$ cat config.mk
export PLATFORM = sky130hd
export DESIGN_NAME = fetch_buffer_flat
export DESIGN_NICKNAME = d
export VERILOG_FILES = /design/src/rtl/fetch_buffer_if.sv /design/src/rtl/fetch_buffer.sv /design/src/flat_wrapper.sv
export SDC_FILE = /design/constraint.sdc
export NUM_CORES = 1
export LEC_CHECK = 0
export CAP_MARGIN = 0
export CORE_UTILIZATION = 30
export CTS_BUF_LIST = sky130_fd_sc_hd__clkbuf_8 sky130_fd_sc_hd__clkbuf_16
export DETAILED_ROUTE_END_ITERATION = 10
export PLACE_DENSITY_LB_ADDON = 0.3
export SYNTH_ARGS = -nofsm -noshare
export SYNTH_HDL_FRONTEND = slang
export SYNTH_SLANG_ARGS = --single-unit
$ cat constraint.sdc
create_clock -name clk -period 6.3 [get_ports clk]
set_input_delay 1.26 -clock clk [delete_from_list [all_inputs] [get_ports clk]]
set_output_delay 1.26 -clock clk [all_outputs]
set_load 0.05 [all_outputs]
$ cat src/rtl/fetch_buffer_if.sv
// fetch_buffer_if
//   Bundles the two memory-side channels and the ID-side channel of the
//   instruction fetch buffer.
//   imem request : imem_req_valid / imem_req_ready / imem_req_addr
//   imem response: imem_rsp_valid / imem_rsp_data (in order, never stalled)
//   ID stage     : id_valid / id_ready / id_pc / id_pc4 / id_instr
//   modport master : the fetch buffer itself
//   modport slave  : memory + ID stage (environment)
`timescale 1ns/1ps
interface fetch_buffer_if;
  logic        imem_req_valid;
  logic        imem_req_ready;
  logic [31:0] imem_req_addr;
  logic        imem_rsp_valid;
  logic [31:0] imem_rsp_data;
  logic        id_valid;
  logic        id_ready;
  logic [31:0] id_pc;
  logic [31:0] id_pc4;
  logic [31:0] id_instr;

  modport master (
    output imem_req_valid, imem_req_addr,
    input  imem_req_ready,
    input  imem_rsp_valid, imem_rsp_data,
    output id_valid, id_pc, id_pc4, id_instr,
    input  id_ready
  );

  modport slave (
    input  imem_req_valid, imem_req_addr,
    output imem_req_ready,
    output imem_rsp_valid, imem_rsp_data,
    input  id_valid, id_pc, id_pc4, id_instr,
    output id_ready
  );
endinterface

$ cat src/rtl/fetch_buffer.sv
// fetch_buffer
//   Instruction-fetch buffer. Takes the PC generator's current address,
//   issues in-order requests to instruction memory, and queues returned
//   instructions in a DEPTH-entry ring for the ID stage. Drives keep_pc to
//   stall the PC whenever the current address is not accepted. A flush
//   (taken branch) empties the ring and discards responses still in flight.
//
// Ports
//   clk      in   clock, rising edge
//   rst_n    in   asynchronous active-low reset
//   pc_if    in   current fetch address
//   keep_pc  out  hold the PC this cycle
//   flush    in   redirect pulse; wins over every other event
//   bus      fetch_buffer_if.master (imem request/response, ID channel)
//
// Optional feature (macro FETCH_BUF_PERF_EN):
//   perf_stall_cnt out 32  cycles with keep_pc = 1 (wrapping)
//   perf_drop_cnt  out 32  discarded responses (wrapping)
`timescale 1ns/1ps
module fetch_buffer #(
  parameter int DEPTH = 4
) (
  input  logic        clk,
  input  logic        rst_n,
  input  logic [31:0] pc_if,
  output logic        keep_pc,
  input  logic        flush,
  fetch_buffer_if.master bus
`ifdef FETCH_BUF_PERF_EN
  ,
  output logic [31:0] perf_stall_cnt,
  output logic [31:0] perf_drop_cnt
`endif
);

  localparam int PW = $clog2(DEPTH);
  localparam int CW = PW + 1;

  logic [PW-1:0] alloc_ptr;
  logic [PW-1:0] fill_ptr;
  logic [PW-1:0] head_ptr;
  logic [CW-1:0] reserved;
  logic [CW-1:0] drop_cnt;
  // Requests accepted on the current path whose response has not arrived.
  // Becomes the new drop_cnt on a flush.
  logic [CW-1:0] pending;
  logic [DEPTH-1:0] filled;

  logic [31:0] pc_mem    [DEPTH];
  logic [31:0] instr_mem [DEPTH];

  logic req_valid;
  logic req_fire;
  logic rsp_take;
  logic rsp_drop;
  logic id_valid_int;
  logic pop;

  always_comb begin
    req_valid    = !flush && (reserved != CW'(DEPTH)) && (drop_cnt == '0);
    req_fire     = req_valid && bus.imem_req_ready;
    // A response arriving in a flush cycle belongs to the old path.
    rsp_take     = bus.imem_rsp_valid && (drop_cnt == '0) && !flush;
    rsp_drop     = bus.imem_rsp_valid && !rsp_take;
    id_valid_int = (reserved != '0) && filled[head_ptr];
    pop          = id_valid_int && bus.id_ready && !flush;
    keep_pc      = !flush && !req_fire;
  end

  assign bus.imem_req_valid = req_valid;
  assign bus.imem_req_addr  = pc_if;
  assign bus.id_valid       = id_valid_int;
  assign bus.id_pc          = pc_mem[head_ptr];
  assign bus.id_pc4         = pc_mem[head_ptr] + 32'd4;
  assign bus.id_instr       = instr_mem[head_ptr];

  // Payload storage; contents are only meaningful while the filled bit and
  // reserved count say so, so no reset is needed.
  always_ff @(posedge clk) begin
    if (req_fire) begin
      pc_mem[alloc_ptr] <= pc_if;
    end
    if (rsp_take) begin
      instr_mem[fill_ptr] <= bus.imem_rsp_data;
    end
  end

  // Pointers and counters.
  always_ff @(posedge clk or negedge rst_n) begin
    if (!rst_n) begin
      alloc_ptr <= '0;
      fill_ptr  <= '0;
      head_ptr  <= '0;
      reserved  <= '0;
      drop_cnt  <= '0;
      pending   <= '0;
    end else if (flush) begin
      alloc_ptr <= '0;
      fill_ptr  <= '0;
      head_ptr  <= '0;
      reserved  <= '0;
      pending   <= '0;
      // Either drop_cnt or pending is zero here (no requests issue while
      // dropping), so the sum is the outstanding count; a response in this
      // cycle is already one of them.
      drop_cnt  <= drop_cnt + pending - CW'(bus.imem_rsp_valid);
    end else begin
      if (req_fire) begin
        alloc_ptr <= alloc_ptr + PW'(1);
      end
      if (rsp_take) begin
        fill_ptr <= fill_ptr + PW'(1);
      end
      if (pop) begin
        head_ptr <= head_ptr + PW'(1);
      end
      if (rsp_drop) begin
        drop_cnt <= drop_cnt - CW'(1);
      end
      pending  <= pending + CW'(req_fire) - CW'(rsp_take);
      reserved <= reserved + CW'(req_fire) - CW'(pop);
    end
  end

  // Per-slot filled bits. Allocation and fill never target the same slot in
  // one cycle: a slot's response arrives at least a cycle after it is
  // reserved.
  generate
    for (genvar gi = 0; gi < DEPTH; gi++) begin : g_filled
      always_ff @(posedge clk or negedge rst_n) begin
        if (!rst_n) begin
          filled[gi] <= 1'b0;
        end else if (flush) begin
          filled[gi] <= 1'b0;
        end else if (req_fire && (alloc_ptr == PW'(gi))) begin
          filled[gi] <= 1'b0;
        end else if (rsp_take && (fill_ptr == PW'(gi))) begin
          filled[gi] <= 1'b1;
        end
      end
    end
  endgenerate

`ifdef FETCH_BUF_PERF_EN
  always_ff @(posedge clk or negedge rst_n) begin
    if (!rst_n) begin
      perf_stall_cnt <= '0;
      perf_drop_cnt  <= '0;
    end else begin
      if (keep_pc) begin
        perf_stall_cnt <= perf_stall_cnt + 32'd1;
      end
      if (rsp_drop) begin
        perf_drop_cnt <= perf_drop_cnt + 32'd1;
      end
    end
  end
`endif

endmodule

$ cat src/flat_wrapper.sv
// flat-port wrapper written by rule: the top's interface ports become plain ports
module fetch_buffer_flat 
#(
  parameter int DEPTH = 4
)
  (clk, rst_n, pc_if, keep_pc, flush, bus_imem_req_valid, bus_imem_req_addr, bus_imem_req_ready, bus_imem_rsp_valid, bus_imem_rsp_data, bus_id_valid, bus_id_pc, bus_id_pc4, bus_id_instr, bus_id_ready);
  fetch_buffer_if bus_i ();
  input  logic clk;
  input  logic rst_n;
  input  logic [31:0] pc_if;
  output logic keep_pc;
  input  logic flush;
  output wire logic [$bits(bus_i.imem_req_valid)-1:0] bus_imem_req_valid;
  output wire logic [$bits(bus_i.imem_req_addr)-1:0] bus_imem_req_addr;
  input wire logic [$bits(bus_i.imem_req_ready)-1:0] bus_imem_req_ready;
  input wire logic [$bits(bus_i.imem_rsp_valid)-1:0] bus_imem_rsp_valid;
  input wire logic [$bits(bus_i.imem_rsp_data)-1:0] bus_imem_rsp_data;
  output wire logic [$bits(bus_i.id_valid)-1:0] bus_id_valid;
  output wire logic [$bits(bus_i.id_pc)-1:0] bus_id_pc;
  output wire logic [$bits(bus_i.id_pc4)-1:0] bus_id_pc4;
  output wire logic [$bits(bus_i.id_instr)-1:0] bus_id_instr;
  input wire logic [$bits(bus_i.id_ready)-1:0] bus_id_ready;
  assign bus_imem_req_valid = bus_i.imem_req_valid;
  assign bus_imem_req_addr = bus_i.imem_req_addr;
  assign bus_i.imem_req_ready = bus_imem_req_ready;
  assign bus_i.imem_rsp_valid = bus_imem_rsp_valid;
  assign bus_i.imem_rsp_data = bus_imem_rsp_data;
  assign bus_id_valid = bus_i.id_valid;
  assign bus_id_pc = bus_i.id_pc;
  assign bus_id_pc4 = bus_i.id_pc4;
  assign bus_id_instr = bus_i.id_instr;
  assign bus_i.id_ready = bus_id_ready;
  fetch_buffer #(.DEPTH(DEPTH)) u_core (.clk(clk), .rst_n(rst_n), .pc_if(pc_if), .keep_pc(keep_pc), .flush(flush), .bus(bus_i));
endmodule
# Word-level counts from Yosys, hierarchy flattened
# Memories as Yosys holds them, arrays and structs flattened.
# Cells that the tools add are included.
[word_totals]
register_bits = 19
ram_bits = 256
out_inout_bits = 131
word_cells = 92
n_memories = 2
[memory_table]
columns = ["memory", "depth", "word_bits", "read_ports", "rd_ports_with_merged_regs", "write_ports", "line_no", "text"]
rows = [
  ["u_core.instr_mem", 4, 32, 1, 0, 1, "fetch_buffer.sv:50", "logic [31:0] instr_mem [DEPTH];"],
  ["u_core.pc_mem", 4, 32, 1, 0, 1, "fetch_buffer.sv:49", "logic [31:0] pc_mem [DEPTH];"],
]
[op_classes]
addsub = 11
n_lt_le_gt_ge = 1
n_eq_ne = 7
mux = 28
n_reduce_logical = 33
[ops]
columns = ["cell", "n"]
rows = [
  ["$add 32x3->32 const B", 1],
  ["$logic_and 1x1->1", 18],
  ["$mux 1", 17],
  ["$reduce_bool 3->1", 5],
  ["$mux 2", 6],
  ["$mux 3", 4],
  ["$sub 3x1->3", 3],
  ["$eq 2x2->1 const B", 4],
  ["$reduce_bool 2->1", 4],
  ["$add 2x1->2 const B", 3],
  ["$add 3x1->3", 2],
  ["$eq 2x1->1 const B", 2],
  ["$logic_not 2->1", 2],
  ["$add 3x3->3", 1],
  ["$logic_not 1->1", 3],
  ["$logic_not 3->1", 1],
  ["$lt 2x3->1 const B", 1],
  ["$ne 3x3->1 const B", 1],
  ["$sub 3x1->3 const B", 1],
  ["$bmux 1 s2", 1],
]

# Longest topological paths before layout
# Gate-level depths: netlist of the first run.
[logic_depth]
ltp_word = 7
ltp_mapped = 15
ltp_nobuf = 11

# Worst setup path after synthesis of the first run
# Ideal clock, no wire load.
[synth_path]
path_type = "in2out"
start = "input port flush"
end = "output port keep_pc"
arrival_time_ns = 3.292
required_time_ns = 5.040
slack_ns = 1.748
cell_stages = 4
path_buffers = 1
path_cell_list = "a211oi_1 and2_0 clkbuf_1 nor2_1"
[synth_between]
elab_chain_len = 6
[synth_lines]
columns = ["item", "line_no", "text"]
rows = [
  ["start, declared", "flat_wrapper.sv:12", "input logic flush;"],
  ["$logic_not 1->1 (*)", "fetch_buffer.sv:60, fetch_buffer.sv:67", ""],
  ["$logic_and 1x1->1 (2 in series)", "fetch_buffer.sv:60", "req_valid = !flush && (reserved != CW'(DEPTH)) && (drop_cnt == '0);"],
  ["$logic_and 1x1->1", "fetch_buffer.sv:61", "req_fire = req_valid && bus.imem_req_ready;"],
  ["$logic_not 1->1", "fetch_buffer.sv:67", "keep_pc = !flush && !req_fire;"],
  ["$logic_and 1x1->1 (*)", "fetch_buffer.sv:67", ""],
  ["end, declared", "flat_wrapper.sv:11", "output logic keep_pc;"],
]
# Mark *: on every way between the ends. The rest lies on a longest branch, timed or not.

# Final worst setup path of the first run
[layout_path]
start = "register u_core.head_ptr[0]"
end = "output port bus_id_pc4[14]"
[layout_between]
elab_chain_len = 2
[layout_lines]
columns = ["item", "line_no", "text"]
rows = [
  ["start, declared", "fetch_buffer.sv:41", "logic [PW-1:0] head_ptr;"],
  ["start signal, assigned", "fetch_buffer.sv:115", "head_ptr <= head_ptr + PW'(1);"],
  ["$mem_v2 4x32", "n/a", ""],
  ["$add 32x3->32", "fetch_buffer.sv:74", "assign bus.id_pc4 = pc_mem[head_ptr] + 32'd4;"],
  ["end, declared", "flat_wrapper.sv:20", "output wire logic [$bits(bus_i.id_pc4)-1:0] bus_id_pc4;"],
]
# No other way between the ends.

==> impl_metrics.ini, run 1 <==
[global_routing]
grtUsageTotal_pct = 12.3
grt-ovfl-total = 0
grt_pass1_wl_um = 36100
grt_max_degree = 37
grt_pass1_vias = 6067
antenna_found_initial = 0

[sta]
final-hold-violation-count = 0
rsz0062_at_grt = false
fin_crit_sh_pct = 85.4
finalSetupViolCount = 0
fin_crit_ps = 5380
post-route-worst-setup-slack_ps = 920
tightestPinTransition_ps = 985
relSlewSlack_pct = 34.3
tns_ps = 0
fmax_mhz = 186
finClkSkew_ps = 7.76
whs_ps = 526
finalMaxSlewViolations = 0

[final_layout]
diodes = 0
nets = 841
final_core_util_pct = 39.0
stdcell_area_um2 = 14600
drive_gt1_share_pct = 15.2
synthToLayoutAreaGrowth_pct = 28.1
stdcell_count = 1283

[outcome]
status = complete, no violations

[pwr]
switching_power_mw = 1.09
p_clk_share_pct = 39.2
internal_power_mw = 3.33
powerDensity_nw_per_um2 = 302
p_sw_share_pct = 24.6
ir_worst_vdd_v = 0.000167
p_leak_nw = 4.75
pwr-share-comb_pct = 13.7
power.total_mw = 4.41
seqPwrFrac_pct = 47.1

[synthesis]
synth.avg_cell_area_um2 = 19.9
yosys-top-cells-area = edfxtp_1 (67%), mux4_2 (10%), dfrtp_1 (4.2%), mux4_1 (2.8%), xnor2_1 (2.4%)
synth_largest_area_cell = edfxtp_1
ys_types = 37
synth_cells = 572
synth-seq-cells = 275
synth-seq-area-share_pct = 71.6
synthesis.nets = 663
ys_warn_count = 0
syn-cell-area_um2 = 11400
yosysTopAreaCellShare_pct = 67.4

[floorplanning]
io_pins = 201
core.rowCount = 71
core_um2 = 37500
die_h_um = 197
die_x_um = 197
dieArea_um2 = 38800
initial_core_util_pct = 30.4

[routing]
drtAntennaViolNets = 0
drc = 0
wl_per_cell_um = 18.5
first_iter_violations = 249
first_pass_iters = 6
viasPerCell = 4.45
dr_total_vias = 5708
wl_um = 23800

[clock_tree]
cts_tree = built
post_cts_resized = 0
clock_path_buffers = 3
postCtsSetupBuffers = 0
clk_latency_ps = 530
clk_pin_slew_worst_paths_ps = 60
h-tree-depth = 1
numCtsBuffers = 29
cts_sinks = 275
cts_hold_buffers = 0
cts_root_buf = clkbuf_16

[placement]
pre_cts_ws_ps = 1410
routabilityCongestion = 0.738
io_buffer_count = 200
postPlaceCellArea_um2 = 13600
dp.cells = 1230
hpwl_um = 15000

[critical_path]
crit_path_end_kind = output port
critPathLaunchType = register
required_ps = 5040
worst-setup-path-type = reg2out
cp_max_fo = 32
cp_data_arrival_time_ps = 4120

[run]
max_cap_viol_count = 0

[worst_hold_path]
hold_class = reg2reg
cells in the final DEF (no fill, tap or decap), drive strengths merged:
cell	instances
mux4	65
ha	18
nor4	1
nor2b	3
mux2i	3
nor3	2
nand4	9
nand3	15
nand2	11
a21oi	6
nand3b	1
and3	6
o31a	1
clkbuf	29
buf	3
edfxtp	256
xnor2	31
nor2	23
xor2	9
fa	3
and2	7
a211oi	2
clkinv	13
bufinv	5
nand2b	1
dfrtp	19
clkdlybuf4s50	200
o21ai	1
clkinvlp	2
inv	23
and4	4
per-layer routing:
metal  vias to the layer above  wire [um]  global-route usage [%]
met5                         -          0                       0
met4                         0        441                    3.04
met3                        36       1940                    3.76
met2                       192      11200                    20.7
met1                      2895      10100                    15.4
li1                       2585          -                       -
power groups by stage:
stage / Clock (mW) / Sequential (mW) / Combinational (mW)
CTS: 1.78 / 2.08 / 0.617
global route: 1.85 / 2.08 / 0.655
floorplan: 0 / 2.11 / 0.406
finish: 1.73 / 2.08 / 0.606
detailed placement: 0 / 2.12 / 0.614
global placement: 0 / 2.12 / 0.609
cells by family (layout without fill, tap and decap cells):
family,Yosys count,count (layout),synth area share (%)
flip-flops,275,275,71.6
AND/OR/NAND/NOR,83,83,4.25
buffers and inverters,75,275,4.58
multiplexers,68,68,13.5
XOR/XNOR,40,40,3.07
adder cells (fa/ha/maj),21,21,2.50
AO/OA/AOI/OAI,10,10,0.516
cell usage after synthesis:
library cell,number
inv_1,19
nand3_2,1
edfxtp_1,256
xor2_1,9
nand2_1,11
nor4_4,1
nand3b_1,1
nand4_4,2
fa_1,3
nand4_1,7
nor3_1,2
buf_6,7
dfrtp_1,19
ha_1,18
and2_1,6
buf_1,1
and4_4,1
buf_2,3
buf_12,3
nor2_1,23
and3_1,6
nand3_1,14
o21ai_0,1
clkbuf_1,6
xnor2_1,31
mux4_2,53
o31a_1,1
mux2i_1,3
mux4_1,12
nand2b_1,1
and2_0,1
nor2b_4,1
nor2b_1,2
a211oi_1,2
and4_1,3
a21oi_1,6
buf_4,36
registers in the layout, indices dropped and copies added (netlist names):
| register | cells |
|---|---|
| u_core.head_ptr | 2 |
| u_core.drop_cnt | 3 |
| u_core.filled | 4 |
| u_core.pc_mem | 128 |
| u_core.alloc_ptr | 2 |
| u_core.instr_mem | 128 |
| u_core.pending | 3 |
| u_core.reserved | 3 |
| u_core.fill_ptr | 2 |
worst max-delay path, cell delays in order, from the launching register on:
cell and delay, ps:
dfrtp_4 840, mux4_1 490, ha_1 220, nand3_1 150, nor2_1 620, and4_1 300, xor2_1 140, clkdlybuf4s50_1 810
cell type report:
| type | instances | area (um2) |
|---|---|---|
| fill | 3458 | 22900 |
| sequential | 275 | 8170 |
| multi-input combinational | 222 | 2730 |
| timing repair buffer | 203 | 2020 |
| clock buffer | 29 | 726 |
| tap | 511 | 639 |
| clock inverter | 24 | 246 |
| inverter | 19 | 71.3 |
final timing paths:
check | depth (start not counted) | to | start | slack [ps]
max | 7 | bus_id_pc4[14] | u_core.head_ptr[0] | 920
min | 2 | u_core.filled[3] | u_core.filled[3] | 530
max reg2reg | 12 | u_core.reserved[2] | u_core.head_ptr[0] | 2540
min reg2reg | 2 | u_core.filled[3] | u_core.filled[3] | 530
max in group asynchronous | 1 | u_core.head_ptr[1] | rst_n | 4440
min in group asynchronous | 1 | u_core.pending[1] | rst_n | 1220
Power figures use the tool's default switching activity.
==> run 2: changes to the inputs <==
--- a/config.mk
+++ b/config.mk
@@ -8,6 +8,7 @@
 export CAP_MARGIN = 0
 export CORE_UTILIZATION = 30
 export CTS_BUF_LIST = sky130_fd_sc_hd__clkbuf_8 sky130_fd_sc_hd__clkbuf_16
+export CTS_CLUSTER_SIZE = 25
 export DETAILED_ROUTE_END_ITERATION = 10
 export PLACE_DENSITY_LB_ADDON = 0.3
 export SYNTH_ARGS = -nofsm -noshare
==> results of run 2 <==
The final DEF is identical to that of run 1; final timing and power are the same.
